**src/rtl/write_leds.sv**
```systemverilog
// Serial shifter for a 74HC595-style SIPO chain: shifts WIDTH bits MSB first on shcp,
// then pulses stcp to latch the chain. All outputs are registered.
module write_leds #(
  parameter int unsigned WIDTH        = 8,
  parameter int unsigned HALF         = 4,
  parameter int unsigned LATCH_CYCLES = 4
) (
  input  logic             clk,
  input  logic             rst,
  input  logic             iniciar,
  input  logic [WIDTH-1:0] datos,
  output logic             ds,
  output logic             shcp,
  output logic             stcp,
  output logic             busy,
  output logic             finish
);

  localparam int unsigned TMAX = (HALF > LATCH_CYCLES) ? HALF : LATCH_CYCLES;
  localparam int unsigned TW   = $clog2(TMAX + 1);
  localparam int unsigned CW   = (WIDTH > 1) ? $clog2(WIDTH) : 1;

  localparam logic [TW-1:0] HALF_LD  = TW'(HALF - 1);
  localparam logic [TW-1:0] LATCH_LD = TW'(LATCH_CYCLES - 1);
  localparam logic [CW-1:0] CNT_LD   = CW'(WIDTH - 1);

  typedef enum logic [2:0] {
    IDLE  = 3'd0,
    SETUP = 3'd1,
    HIGH  = 3'd2,
    LATCH = 3'd3,
    DONE  = 3'd4
  } state_t;

  state_t           state_q, state_d;
  logic [TW-1:0]    timer_q, timer_d;
  logic [CW-1:0]    cnt_q, cnt_d;
  logic [WIDTH-1:0] shreg_q, shreg_d;
  logic             ds_q, ds_d;
  logic             shcp_q, shcp_d;
  logic             stcp_q, stcp_d;
  logic             busy_q, busy_d;
  logic             finish_q, finish_d;

  always_ff @(posedge clk or negedge rst) begin
    if (!rst) begin
      state_q  <= IDLE;
      timer_q  <= '0;
      cnt_q    <= '0;
      shreg_q  <= '0;
      ds_q     <= 1'b0;
      shcp_q   <= 1'b0;
      stcp_q   <= 1'b0;
      busy_q   <= 1'b0;
      finish_q <= 1'b0;
    end else begin
      state_q  <= state_d;
      timer_q  <= timer_d;
      cnt_q    <= cnt_d;
      shreg_q  <= shreg_d;
      ds_q     <= ds_d;
      shcp_q   <= shcp_d;
      stcp_q   <= stcp_d;
      busy_q   <= busy_d;
      finish_q <= finish_d;
    end
  end

  // Timer counts down from a preload; the phase ends on the cycle it reads zero.
  always_comb begin
    state_d = state_q;
    timer_d = timer_q;
    cnt_d   = cnt_q;
    shreg_d = shreg_q;
    unique case (state_q)
      IDLE: begin
        if (iniciar) begin
          shreg_d = datos;
          cnt_d   = CNT_LD;
          timer_d = HALF_LD;
          state_d = SETUP;
        end
      end
      SETUP: begin
        if (timer_q == '0) begin
          timer_d = HALF_LD;
          state_d = HIGH;
        end else begin
          timer_d = timer_q - 1'b1;
        end
      end
      HIGH: begin
        if (timer_q != '0) begin
          timer_d = timer_q - 1'b1;
        end else if (cnt_q != '0) begin
          shreg_d = shreg_q << 1;
          cnt_d   = cnt_q - 1'b1;
          timer_d = HALF_LD;
          state_d = SETUP;
        end else begin
          timer_d = LATCH_LD;
          state_d = LATCH;
        end
      end
      LATCH: begin
        if (timer_q == '0) begin
          state_d = DONE;
        end else begin
          timer_d = timer_q - 1'b1;
        end
      end
      DONE: begin
        state_d = IDLE;
      end
      default: begin
        state_d = IDLE;
      end
    endcase
  end

  // Outputs are decoded from the next state so they register in step with it.
  always_comb begin
    ds_d     = 1'b0;
    shcp_d   = 1'b0;
    stcp_d   = 1'b0;
    busy_d   = 1'b0;
    finish_d = 1'b0;
    unique case (state_d)
      SETUP: begin
        ds_d   = shreg_d[WIDTH-1];
        busy_d = 1'b1;
      end
      HIGH: begin
        ds_d   = shreg_d[WIDTH-1];
        shcp_d = 1'b1;
        busy_d = 1'b1;
      end
      LATCH: begin
        stcp_d = 1'b1;
        busy_d = 1'b1;
      end
      DONE: begin
        finish_d = 1'b1;
        busy_d   = 1'b1;
      end
      default: begin
        ds_d = 1'b0;
      end
    endcase
  end

  assign ds     = ds_q;
  assign shcp   = shcp_q;
  assign stcp   = stcp_q;
  assign busy   = busy_q;
  assign finish = finish_q;

endmodule

```
**config.mk**
```make
export PLATFORM = sky130hd
export DESIGN_NAME = write_leds
export DESIGN_NICKNAME = d
export VERILOG_FILES = /design/src/rtl/write_leds.sv
export SDC_FILE = /design/constraint.sdc
export NUM_CORES = 1
export LEC_CHECK = 0
export ABC_AREA = 0
export BUFFER_PORTS_ARGS = -buffer_cell sky130_fd_sc_hd__buf_2
export CAP_MARGIN = 10
export CORE_MARGIN = 4
export CORE_UTILIZATION = 55
export CTS_BUF_LIST = sky130_fd_sc_hd__clkbuf_4 sky130_fd_sc_hd__clkbuf_8
export DETAILED_ROUTE_END_ITERATION = 12
export PLACE_DENSITY = 0.75
export SYNTH_ARGS = -nofsm -noshare
export SYNTH_HDL_FRONTEND = slang
export SYNTH_SLANG_ARGS = --single-unit
export TNS_END_PERCENT = 20
```
**constraint.sdc**
```tcl
create_clock -name clk -period 2.2 [get_ports clk]
set_input_delay 0.33 -clock clk [delete_from_list [all_inputs] [get_ports clk]]
set_output_delay 0.33 -clock clk [all_outputs]
set_load 0.02 [all_outputs]
```
==> out/summary.md <==
* **worst min-delay path startpoint** datos[0]
* **achievable frequency** 523 MHz
* **Area after DPL** 1150 µm²
* **CP arrival** 2.16 ns
* **IO buf count** 15
* **endpoint of the worst hold path** shreg_q[0]$_DFFE_PN0P_
* **post-route minimum period** 1.91 ns
* **First DRT Iteration DRCs** 15
* **die span in y** 51.8 µm
* **total routing usage reported by global routing** 0.164
* **register bit count reported by yosys** 22
* **number of cells traversed by the worst register-to-register path** 6
* **half-perimeter wire length after detailed placement** 1.36 mm
* **max_cap viols** 0
* **leading cell type in the layout, fill and taps excluded** dfrtp_1
* **Clock H-tree levels** 1
* **layout filler cell count** 154
* **num rows** 15
* **final setup fails** 0
* **fraction of final layout cells with drive strength greater than 1** 0.184
* **Mapped Nets** 124
* **TritonRoute pass-1 iters** 4
* **DRC Markers** 0
* **startpoint of the most critical register-to-register path** timer_q[0]$_DFFE_PN0P_
* **final hold slack** 0.227 ns
* **via count** 796
* **sequential share of the synthesized area** 0.522
* **capturing element type of the critical path** register
* **end of the worst register-to-register path** ds$_DFF_PN0_
* **CTS tree** built
* **Sinks on Clock Net** 22
* **die outline area** 2680 µm²
* **maximum buffer depth of the clock tree** 2
* **remaining antenna violation count after routing** 0
* **largest clock skew in the final design** 0.00682 ns
* **largest net degree at the start of global routing** 23
* **die width** 51.8 µm
* **number of hold violations in the final report** 0
* **insertion delay of the later-clocked pin in the worst-skew pair** 0.30 ns
* **worst-path maximum fanout** 12
* **Post-Syn Area per Cell** 9.68 µm²
* **pre-CTS setup slack** 0.333 ns
* **root buffer cell** clkbuf_4
* **number of warnings issued by yosys** 0
* **Hold/Removal Path Class** input port to register
* **status** finished clean
* **post-synthesis instance total** 109
* **initial core utilization** 0.598
* **quantity of gates resized following cts** 0
* **Clk pin slew, worst setup/hold paths** 0.11 ns
* **Layout Utilization** 0.673
* **final cell area excluding filler cells** 1190 µm²
* **placed insts** 146
* **TritonCTS buffer count** 3
* **type of the worst setup path** register to register
* **via count of the first global-routing pass** 720
* **core area** 1760 µm²
* **setup slack of the critical path after layout** 0.289 ns
* **Leakage** 0.576 nW
* **TNS Setup** 0 ns
* **highest-count cells in the layout ignoring fill and taps** dfrtp_1 (22), nand2_1 (17), buf_2 (15)
* **internal reg-to-reg setup slack** 0.29 ns
* **post-detailed-route wirelength per cell** 12.8 µm
* **gr ovfl total** 0
* **layout-stage area growth over the synthesis result** 12.6%
* **required time of the critical path** 2.45 ns
* **n_diodes** 0
* **peak ir drop on the vdd network** 0.851 mV
* **power consumption** 1.39 mW
* **vias per cell** 5.31
* **final slew viol count** 0
* **area taken by flip-flops and latches** 551 µm²
* **unrepaired setup endpoints after global routing** false
* **power per unit of standard cell area** 1170 nW/µm²
* **number of top-level pins** 16
* **multi-input combinational cell area** 464 µm²
* **critical path startpoint category** register
* **layout net count** 142
* **Hold Path Cell Cnt** 3
* **wirelength, routed** 1.93 mm
* **Tightest Pin Transition** 0.494 ns
* **worst relative slew slack** 0.671
* **number of antenna violations at the first check in global routing** 0
* **non-filler cells, final** 150
* **Netlist cell types** 28
* **summed instance area of the synthesized netlist** 1050 µm²
* **weighted congestion reported at the end of routability-driven placement** 0.787
* **wire length of the first global-routing pass** 3.28 mm
* **Tcrit/Tclk final** 0.869
==> per-layer routing <==
layer | track usage | up-vias | part of all wire
met3 | 0.0401 | 4 | 0.039
met1 | 0.236 | 367 | 0.51
met2 | 0.237 | 11 | 0.43
li1 | - | 414 | -
met5 | 0 | - | 0
met4 | 0.0655 | 0 | 0.016
==> synth_stat cells (all sizes together) <==
cell type / count / area [µm²]
dfrtp: 22 / 551
nand2: 17 / 63.8
a21oi: 10 / 50.1
o21ai: 8 / 40.0
a22oi: 7 / 52.6
nor2: 7 / 26.3
inv: 5 / 18.8
ha: 4 / 50.1
nor3: 4 / 20.0
clkbuf: 3 / 11.3
nand2b: 3 / 18.8
nor2b: 3 / 21.3
buf: 2 / 10.0
a211oi: 1 / 7.51
a221o: 1 / 10.0
a31oi: 1 / 6.26
a41oi: 1 / 16.3
and2: 1 / 6.26
and3b: 1 / 8.76
and4: 1 / 8.76
mux2i: 1 / 10.0
nand3: 1 / 5.00
nand3b: 1 / 7.51
nor3b: 1 / 7.51
nor4: 1 / 6.26
nor4b: 1 / 15.0
or3: 1 / 6.26
==> critical path: stages (launching register included) <==
cell,delay [ns]
dfrtp_1,0.41
inv_1,0.08
ha_1,0.19
nor2b_2,0.32
and4_1,0.50
a221o_1,0.23
and3b_1,0.14
==> power by group <==
group          internal [mW]  switching, mW  total, mW  leakage [nW]
Combinational          0.220          0.298      0.519         0.297
Clock                 0.0638          0.110      0.174        0.0138
Sequential             0.565          0.133      0.698         0.265
==> what timing repair did <==
action	CTS	global route
hold buffers	1	0
endpoints found under the hold margin	22	0
buffers inserted	0	0
==> area by class of cell <==
type	instances	share of cell area
clock buffer	3	0.0190
inverter	5	0.0158
multi-input combinational	77	0.391
sequential	22	0.464
tap	25	0.0263
timing repair buffer	18	0.0843
==> state kept, by name, indices dropped and copies added, names as in the netlist <==
register  flops
busy          1
cnt_q         3
ds            1
finish        1
shcp          1
shreg_q       8
state_q       3
stcp          1
timer_q       3
==> logic make-up (layout without fill, tap and decap cells) <==
group / after synthesis / in the layout / share of synthesized area
AND/OR/NAND/NOR: 43 / 43 / 0.210
AO/OA/AOI/OAI: 29 / 29 / 0.173
flip-flops: 22 / 22 / 0.522
buffers and inverters: 10 / 26 / 0.0380
adder cells (fa/ha/maj): 4 / 4 / 0.0475
multiplexers: 1 / 1 / 0.00949
==> worst max-delay path by stage <==
stage	from	to	slack, ns	depth (start not counted)
final	timer_q[0]$_DFFE_PN0P_	ds$_DFF_PN0_	0.29	6
after CTS	timer_q[0]$_DFFE_PN0P_	ds$_DFF_PN0_	0.30	6
after global placement	cnt_q[0]$_DFFE_PN0P_	ds$_DFF_PN0_	0.39	6
after detailed placement	timer_q[0]$_DFFE_PN0P_	ds$_DFF_PN0_	0.33	6
after floorplan	timer_q[0]$_DFFE_PN0P_	ds$_DFF_PN0_	0.54	6
after global routing	timer_q[0]$_DFFE_PN0P_	ds$_DFF_PN0_	0.14	6
Note: power is estimated with default switching activity, not from simulation.
